**src/rtl/steer_quad_multi.sv**
```systemverilog
// Multi-channel quadrature steering generator.
// Each channel turns a right/left request into a 2-bit Gray-coded phase
// that advances once per step period, with an optional acceleration ramp
// that halves the period every ACCEL_STEPS steps up to MAX_LVL.
module steer_quad_multi #(
  parameter int unsigned CHANNELS    = 2,
  parameter int unsigned DIV_W       = 16,
  parameter int unsigned ACCEL_STEPS = 4,
  parameter int unsigned MAX_LVL     = 3
) (
  input  logic                CLK,
  input  logic                reset,
  input  logic [DIV_W-1:0]    clkdiv,
  input  logic                accel_en,
  input  logic [CHANNELS-1:0] right,
  input  logic [CHANNELS-1:0] left,
  output logic [CHANNELS-1:0] steer_a,
  output logic [CHANNELS-1:0] steer_b,
  output logic [CHANNELS-1:0] moving
);

  typedef enum logic [1:0] {DirIdle, DirR, DirL} dir_e;

  localparam logic [2:0] LvlMax   = 3'(MAX_LVL);
  localparam logic [7:0] StepsMax = 8'(ACCEL_STEPS);

  for (genvar g = 0; g < CHANNELS; g++) begin : g_ch
    dir_e             dir;
    dir_e             dir_q;
    logic [1:0]       p_q, p_d;
    logic [DIV_W-1:0] cnt_q, cnt_d;
    logic [2:0]       lvl_q, lvl_d;
    logic [7:0]       sc_q, sc_d;
    logic             a_q, b_q;
    logic [2:0]       lvl_eff;
    logic [DIV_W-1:0] period;
    logic [DIV_W-1:0] period_m1;

    // Decode the request pair and derive the current step period.
    always_comb begin
      dir = DirIdle;
      if (right[g] && !left[g]) dir = DirR;
      else if (left[g] && !right[g]) dir = DirL;
      // Dropping accel_en takes effect on this very edge, keeping cnt.
      lvl_eff   = accel_en ? lvl_q : 3'd0;
      period    = clkdiv >> lvl_eff;
      period_m1 = (period == '0) ? '0 : period - 1'b1;
    end

    // Next-state: reset the ramp on idle or reversal, otherwise count and step.
    always_comb begin
      p_d   = p_q;
      cnt_d = cnt_q;
      lvl_d = lvl_q;
      sc_d  = sc_q;
      if (dir == DirIdle || dir != dir_q) begin
        cnt_d = '0;
        lvl_d = '0;
        sc_d  = '0;
      end else begin
        lvl_d = lvl_eff;
        // >= rather than == so a shrinking period never lets cnt wrap.
        if (cnt_q >= period_m1) begin
          p_d   = (dir == DirR) ? p_q + 2'd1 : p_q - 2'd1;
          cnt_d = '0;
          if (accel_en && sc_q >= StepsMax - 8'd1 && lvl_eff < LvlMax) begin
            lvl_d = lvl_eff + 3'd1;
            sc_d  = '0;
          end else if (sc_q < StepsMax) begin
            sc_d = sc_q + 8'd1;
          end
        end else begin
          cnt_d = cnt_q + 1'b1;
        end
      end
    end

    // Channel state and registered outputs.
    always_ff @(posedge CLK or posedge reset) begin
      if (reset) begin
        dir_q <= DirIdle;
        p_q   <= '0;
        cnt_q <= '0;
        lvl_q <= '0;
        sc_q  <= '0;
        a_q   <= 1'b0;
        b_q   <= 1'b0;
      end else begin
        dir_q <= dir;
        p_q   <= p_d;
        cnt_q <= cnt_d;
        lvl_q <= lvl_d;
        sc_q  <= sc_d;
        // p = 0,1,2,3 maps to AB = 00,01,11,10.
        a_q   <= p_d[1];
        b_q   <= p_d[1] ^ p_d[0];
      end
    end

    assign steer_a[g] = a_q;
    assign steer_b[g] = b_q;
    assign moving[g]  = (dir_q != DirIdle);
  end

endmodule

```
**config.mk**
```make
export PLATFORM = sky130hd
export DESIGN_NAME = steer_quad_multi
export DESIGN_NICKNAME = d
export VERILOG_FILES = /design/src/rtl/steer_quad_multi.sv
export SDC_FILE = /design/constraint.sdc
export NUM_CORES = 1
export LEC_CHECK = 0
export ABC_AREA = 1
export CAP_MARGIN = 10
export CORE_ASPECT_RATIO = 1.75
export CORE_UTILIZATION = 50
export CTS_CLUSTER_SIZE = 24
export DETAILED_ROUTE_END_ITERATION = 10
export PLACE_DENSITY = 0.74
export SYNTH_ARGS = -nofsm -noshare
export SYNTH_HDL_FRONTEND = slang
export SYNTH_SLANG_ARGS = --single-unit
export TNS_END_PERCENT = 10
```
**constraint.sdc**
```tcl
create_clock -name CLK -period 3.8 [get_ports CLK]
set_input_delay 0.57 -clock CLK [delete_from_list [all_inputs] [get_ports CLK]]
set_output_delay 0.57 -clock CLK [all_outputs]
set_load 0.005 [all_outputs]
```
Word-level counts from Yosys, hierarchy flattened
Index checks and enable logic that the tools add are counted.

cells by class
  add/sub/neg operators = 12
  magnitude comparators = 8
  equal/unequal tests = 4
  shift-type cells = 2
  mux-type cells = 32
  bitwise logic cells = 2
  reduce and logical (&&, ||, !) cells = 26

operator list
  cell                     number
  $mux W16                 6
  $mux W8                  8
  $add A16 B1 Y16 const B  2
  $ge A16 B16 Y1           2
  $logic_not A16 Y1        2
  $shr A16 B3 Y16          2
  $sub A16 B1 Y16 const B  2
  $mux W3                  8
  $mux W2                  10
  $add A8 B1 Y8 const B    2
  $ge A8 B2 Y1 const B     2
  $lt A8 B3 Y1 const B     2
  $logic_and A1 B1 Y1      8
  $reduce_bool A2 Y1       4
  $add A3 B1 Y3 const B    2
  $lt A3 B2 Y1 const B     2
  $reduce_bool A3 Y1       2
  $add A2 B1 Y2 const B    2
  $eq A2 B1 Y1 const B     2
  $logic_not A1 Y1         4
  $logic_not A2 Y1         2
  $ne A2 B2 Y1             2
  $reduce_and A2 Y1        2
  $sub A2 B1 Y2 const B    2
  other kinds (2)          4

storage, ports and cells
  register bits after elaboration = 66
  input port bits = 23
  output and inout bits = 6

Longest topological paths before layout
Gate-level depths: netlist of run 1.

  depth after elaboration = 9
  gate-level depth with buffers = 30

Worst setup path before layout of run 1
No wires, ideal clock.

  kind = input to register
  from = in accel_en
  to = reg g_ch[1].sc_q[0]
  library setup time = 0.118 ns
  data arrival time = 3.337 ns
  required time = 3.682 ns
  slack = 0.345 ns
  cell stages on the path = 23
  path through = buf_6 -> nand2_2 -> inv_2 -> buf_4 -> buf_4 -> nand2_1 -> nand2_1 -> ha_1 -> nand3_1 -> nor2_2 -> nand2_1 -> nand2_1 -> nand3_1 -> ha_1 -> nand2_1 -> o21bai_1 -> nand2_1 -> a21oi_1 -> nand4_1 -> nand2_1 -> inv_1 -> nand3b_1 -> nand2_1

between the ends
  longest elaborated chain between the ends = 7
  elaborated cells on any way between the ends = 15

ends and longest elaborated chain
  what                                                  RTL line  RTL
  start, declared                                       14        input logic accel_en,
  $mux W3                                               45        lvl_eff = accel_en ? lvl_q : 3'd0;
  $shr A16 B3 Y16                                       46        period = clkdiv >> lvl_eff;
  $sub A16 B1 Y16 or $logic_not A16 Y1 (tied branches)  47        period_m1 = (period == '0) ? '0 : period - 1'b1;
  $mux W16                                              47
  $ge A16 B16 Y1                                        63        if (cnt_q >= period_m1) begin
  $reduce_bool A2 Y1 (no line)                          -
  $reduce_and A2 Y1 (no line)                           -
  end signal, assigned                                  85        sc_q <= '0;
  end signal, assigned                                  93        sc_q <= sc_d;
  end, declared                                         33        logic [7:0] sc_q, sc_d;

Several ways; a longest one is shown, not always the timed one. The select of a mux whose other input is x is not followed.
A chain may end at the register's enable or synchronous reset.

Worst setup path in the final report of run 1
  from = in clkdiv[8]
  to = reg g_ch[1].sc_q[2]

between the ends
  longest elaborated chain between the ends = 6
  elaborated cells on any way between the ends = 7

ends and longest elaborated chain
  what                                                  RTL line  RTL
  start, declared                                       13        input logic [DIV_W-1:0] clkdiv,
  $shr A16 B3 Y16 (*)                                   46
  $sub A16 B1 Y16 or $logic_not A16 Y1 (tied branches)  47
  $mux W16 (*)                                          47
  $ge A16 B16 Y1 (*)                                    63
  $reduce_bool A2 Y1 (no line) (*)                      -
  $reduce_and A2 Y1 (no line) (*)                       -

Every way passes the cells marked *; elsewhere a longest branch is shown, timed or not.

==> results.cfg, run 1 <==
[floorplanning]
fp-row-count = 54
core_area_um2 = 12430
io_pins = 29
start_util = 0.5093
die_w_um = 87.06
dieHeight_um = 150.9
fp.dieArea_um2 = 13130

[clocking]
numCtsBuffers = 9
cts_sinks = 64
hold_buffers = 0
clockBufferDepth = 2
cts_tree = built
cts_root_buf = clkbuf_16
htree_levels = 3
clk_pin_slew_ns = 0.06
clkLatencyLatePin_ns = 0.34

[setup_path]
setup.worst_path.class = in -> reg
r2r_setup_slack_ns = 0.20
cp-end-kind = flop
cp-start-kind = primary input
cp_data_arrival_time_ns = 3.88
crit_fanout = 8
cp.required_ns = 4.04

[drt]
wire_per_inst_um = 13.32
ant_nets = 0
drtPass1Iterations = 5
drc = 0
drtIter0Drc = 272
vias = 6801
via_per_inst = 5.180
detail_route.wirelength_um = 17490

[timing]
report.final.hold_viol_count = 0
finalCriticalPeriod_ns = 3.639
rsz0062_at_grt = true
setup_viol = 0
skew_ns = 0.009932
drv_slew = 0
relSlewSlack = 0.4605
worst_slew_pin_slew_ns = 0.8093
fmax_ghz = 0.2748
period_share = 0.9577

[cells_and_area]
insertedDiodeCount = 0
fillCellCount = 1145
areaGrowthSynthToFinish_pct = 29.33
drive_gt1_frac = 0.2201
nNetsFinal = 1207
stdcell_count = 1313

[synth]
syn_inst = 985
synth_seq_area_share = 0.2530
synth-async-reset-ratio = 1.000
synth_edf_count = 0
netlist_area_um2 = 6331
synth_area_per_cell_um2 = 6.427
yosysMostFrequentCell = nand2_1
ys_warn_count = 0
synth_top_flop_cell = dfrtp_1
synth_cell_types = 39
yosysTopAreaCell = dfrtp_1
synth_top_area_frac = 0.2530
ys_seq_elements = 64
yosys-top-cells-count = nand2_1, nand3_1, inv_1, nor2_1, dfrtp_1
synth_nets = 1052
synthTopCellsByArea = dfrtp_1, nand2_1, nand3_1

[placement]
routabilityCongestion = 0.9064
dpl.hpwl_um = 14150
dpl.cell_count = 1290
io_buffers = 28

[power]
clock_power_share = 0.432
vdd_drop_max_v = 0.0003152
p_comb_frac = 0.204
power.internal_w = 0.001381
power.leakage_nw = 4.437
p_sw_frac = 0.2839
p_per_area_nw_per_um2 = 235.6
p_seq_frac = 0.364
finalPower_w = 0.001929
power.switching_w = 0.0005477

[global_routing]
grt_max_degree = 65
overflow = 0
antenna_found_initial = 0
grt_pass1_vias = 6658
grt_first_pass_wirelength_um = 28610
track_usage = 0.2795

[min_path]
hp-class = reg -> reg

[run_status]
status = complete, no violations

[job]
maxCapViolCount = 0
[timing repair]
item	in CTS	in global routing
endpoints found under the setup margin	46	40
pin swaps	0	11
gates resized for setup	7	46
cloned	0	1
setup buffers	0	6
[final cells by class]
| cell class | count | area, um2 | share of cell area |
|---|---|---|---|
| well taps | 168 | 210.2 | 0.02567 |
| clock buffers | 9 | 225.2 | 0.02751 |
| repair buffers | 172 | 1439 | 0.1757 |
| inverters | 115 | 437.9 | 0.05348 |
| clock inverters | 7 | 78.83 | 0.009627 |
| flip-flops and latches | 64 | 1602 | 0.1956 |
| multi-input cells | 778 | 4195 | 0.5124 |
[critical path: stages]
cell and delay (ns):
clkdlybuf4s50_1 0.51, nand2_1 0.09, nand3_1 0.10, nand2_1 0.06, nand2_1 0.08, nand2_2 0.09, ha_1 0.20, nand2_1 0.06
nor2_1 0.04, buf_4 0.14, nand3_4 0.12, buf_4 0.12, nand3_2 0.06, ha_1 0.27, nand2_1 0.05, inv_1 0.06
nand3_1 0.09, nor3_2 0.29, buf_4 0.16, nand2_1 0.07, nand4_1 0.18, nand2_1 0.11, buf_4 0.16, o21ai_0 0.17
[cell families (layout without fill, tap and decap cells)]
kind of cell | Yosys count | in the layout | share of synthesized area
AND/OR/NAND/NOR | 659 | 659 | 0.4759
XOR/XNOR | 30 | 30 | 0.04150
buffers and inverters | 143 | 303 | 0.1008
adder cells (fa/ha/maj) | 44 | 44 | 0.08696
AO/OA/AOI/OAI | 45 | 45 | 0.04190
flip-flops | 64 | 64 | 0.2530
[worst paths after layout]
path / endpoint / start / cells past startpoint
max: g_ch[1].sc_q[2] / clkdiv[8] / 24
min: g_ch[1].cnt_q[0] / g_ch[1].cnt_q[0] / 1
max reg2reg: g_ch[1].sc_q[2] / g_ch[1].lvl_q[0] / 25
min reg2reg: g_ch[1].cnt_q[0] / g_ch[1].cnt_q[0] / 1
max in group asynchronous: g_ch[1].cnt_q[9] / reset / 3
min in group asynchronous: g_ch[0].dir_q[1] / reset / 3
[power by group through the flow]
stage	logic, W	clock network (W)	registers [W]
2_1_floorplan	0.000210	0	0.000712
3_3_place_gp	0.000370	0	0.000714
3_5_place_dp	0.000377	0	0.000715
4_1_cts	0.000381	0.000851	0.000703
5_1_grt	0.000440	0.000882	0.000704
6_report	0.000393	0.000833	0.000703
[flip-flops by register name (all words and copies together), names as in the netlist]
register / flops
g_ch.sc_q: 16
g_ch.dir_q: 4
g_ch.cnt_q: 32
g_ch.a_q: 2
g_ch.b_q: 2
g_ch.lvl_q: 6
g_ch.p_q: 2
[cells in the final DEF (no fill, tap or decap), drive strengths merged]
master and count:
nand2 321, nand3 175, buf 145, nor2 116, inv 115, dfrtp 64, ha 44, xor2 21
clkdlybuf4s50 19, a21oi 18, o21ai 17, nand4 16, nor3 16, xnor2 9, clkbuf 9, dlymetal6s2s 8
nand3b 4, nor3b 4, or2 3, o211ai 3, clkinvlp 3, clkinv 3, a21o 2, nor4 2
o21a 2, a211oi 1, and3 1, a21boi 1, and2 1, o21bai 1, bufinv 1
[per-layer routing]
metal | share of wire | up-vias | track usage
li1 | - | 3482 | -
met1 | 0.34 | 3144 | 0.2370
met2 | 0.59 | 115 | 0.5823
met3 | 0.019 | 60 | 0.03760
met4 | 0.054 | 0 | 0.1675
met5 | 0 | - | 0
[through the flow]
stage                     hold slack, ns  cell area [um2]  utilization  setup slack [ns]  TNS, ns
after CTS                         0.4965             8018       0.6449           0.01762        0
after floorplan                   0.4531             6331            -            0.3453        0
after global placement            0.4685             7695       0.6190           -0.5819   -23.52
after detailed placement          0.4754             7695       0.6190           -0.6661   -26.74
after global routing              0.5079             8188       0.6586          -0.04506  -0.1707
final                             0.4919             8188       0.6586            0.1608        0
Note: power is estimated with default switching activity, not from simulation.
==> run 2: changes to the inputs <==
- SLEW_MARGIN: not set -> 10
==> results of run 2 <==
Final layout, timing and power as in run 1 (identical DEF).
==> run 3: changes to the inputs <==
- CORE_UTILIZATION: 50 -> 25
- PLACE_DENSITY: 0.74 -> 0.46
==> results.cfg, run 3 (synthesized netlist as in run 1, its figures left out) <==
[placement]
io_buffers = 28
routabilityCongestion = 0.8609
dpl.hpwl_um = 16760
dpl.cell_count = 1445

[clocking]
cts_sinks = 64
clk_pin_slew_ns = 0.06
clkLatencyLatePin_ns = 0.34
numCtsBuffers = 9
cts_root_buf = clkbuf_16
htree_levels = 3
cts_tree = built
clockBufferDepth = 2

[floorplanning]
core_area_um2 = 24720
dieHeight_um = 212.5
fp.dieArea_um2 = 25990
fp-row-count = 76
io_pins = 29
die_w_um = 122.3
start_util = 0.2561

[drt]
drtIter0Drc = 184
drc = 0
via_per_inst = 4.620
wire_per_inst_um = 14.08
ant_nets = 0
drtPass1Iterations = 4
detail_route.wirelength_um = 20730
vias = 6800

[timing]
fmax_ghz = 0.2801
worst_slew_pin_slew_ns = 0.3518
fin_setup_tns_ns = 0
finalCriticalPeriod_ns = 3.570
report.final.hold_viol_count = 0
skew_ns = 0.006279
period_share = 0.9394
setup_viol = 0
relSlewSlack = 0.7637
drv_slew = 0

[global_routing]
grt_pass1_vias = 6782
antenna_found_initial = 0
track_usage = 0.1628
overflow = 0
grt_max_degree = 65
grt_first_pass_wirelength_um = 32490

[setup_path]
r2r-start = g_ch[1].lvl_q[0]
setup.worst_path.class = in -> reg
critPathLaunch = accel_en
r2r_setup_slack_ns = 0.32
cp-end-kind = flop
cp_data_arrival_time_ns = 3.81
r2r_end = g_ch[1].cnt_q[4]
cp-start-kind = primary input
cp.required_ns = 4.04
crit_fanout = 11
r2r_cells = 25

[cells_and_area]
areaGrowthSynthToFinish_pct = 40.67
largest_reg_flops = 32
final_cell_mix = nand2_1, nand3_1, buf_4
top_register = g_ch.cnt_q
drive_gt1_frac = 0.2718
top_regs = g_ch.cnt_q x32, g_ch.sc_q x16, g_ch.lvl_q x6
final_common_cell = nand2_1
stdcell_count = 1472
nNetsFinal = 1221

[job]
maxCapViolCount = 0

[min_path]
min-delay-start = g_ch[1].cnt_q[0]
hp-class = reg -> reg
whs_endpoint = g_ch[1].cnt_q[0]
hold-path-cell-count = 1

[power]
vdd_drop_max_v = 0.0002077
power.leakage_nw = 4.592
p_per_area_nw_per_um2 = 230.9

[run_status]
status = complete, no violations
## run 3: stage by stage
stage	hold WS [ns]	cell area, um2	utilization	setup WS [ns]	power, W
global placement	0.4719	7995	0.3234	-0.7796	0.001114
CTS	0.4871	8426	0.3408	0.02775	0.002067
floorplan	0.4531	6331	-	0.3453	0.0009219
global route	0.5023	8904	0.3601	-0.007275	0.002163
detailed placement	0.4728	7995	0.3234	-0.7742	0.001116
finish	0.4822	8906	0.3602	0.2304	0.002056
## run 3: worst max-delay path, stage by stage
cell and delay (ns):
buf_6 0.14, buf_6 0.14, buf_12 0.13, nand2_4 0.08, clkbuf_16 0.19, o21ai_2 0.16, nand2_1 0.10, nand3_1 0.13
nand2_2 0.12, nor2_4 0.14, nand2_2 0.08, buf_4 0.14, nor2_1 0.12, nand2_1 0.06, nand2_1 0.06, nand3_1 0.11
ha_1 0.30, nand2_1 0.11, o21ai_0 0.12, a21oi_2 0.17, nand3_2 0.15, buf_4 0.18, nand2_1 0.05, nand2_1 0.04
nand2_1 0.07, inv_1 0.05, nand2_1 0.05, nand2_1 0.04
## run 3: worst max-delay path by stage
stage                             to  depth (start not counted)
floorplan            g_ch[1].sc_q[0]                         23
global placement         g_ch[0].b_q                         25
detailed placement       g_ch[0].b_q                         27
CTS                 g_ch[1].cnt_q[4]                         23
global route        g_ch[1].cnt_q[4]                         24
finish                   g_ch[0].b_q                         28
## run 3: layout make-up
class                      instances  area [um2]
fill                            2676       15820
multi-input combinational        780        4518
timing repair buffer             184        1623
sequential                        64        1603
inverter                         115       441.7
tap                              312       390.4
clock buffer                       9       225.2
clock inverter                     7       102.6
antenna                            1       2.502
## run 3: repair_timing
action,in CTS,in global routing
hold buffers,0,0
cloned,1,2
setup buffers,2,5
pin swaps,8,33
resized for setup,25,100
setup endpoints to repair,58,56
## run 3: power by group
part | internal, W | switching (W) | total [W] | leakage (nW)
clock network | 0.000581 | 0.000346 | 0.000928 | 0.157
registers | 0.000693 | 0.00000880 | 0.000702 | 0.875
logic | 0.000191 | 0.000235 | 0.000426 | 3.56
total | 0.00147 | 0.000591 | 0.00206 | 4.59
## run 3: metal layers
metal,routed length [um],global-route usage
met5,0,0
met2,12470,0.3427
met1,6894,0.1432
met4,1005,0.07738
met3,357,0.02146
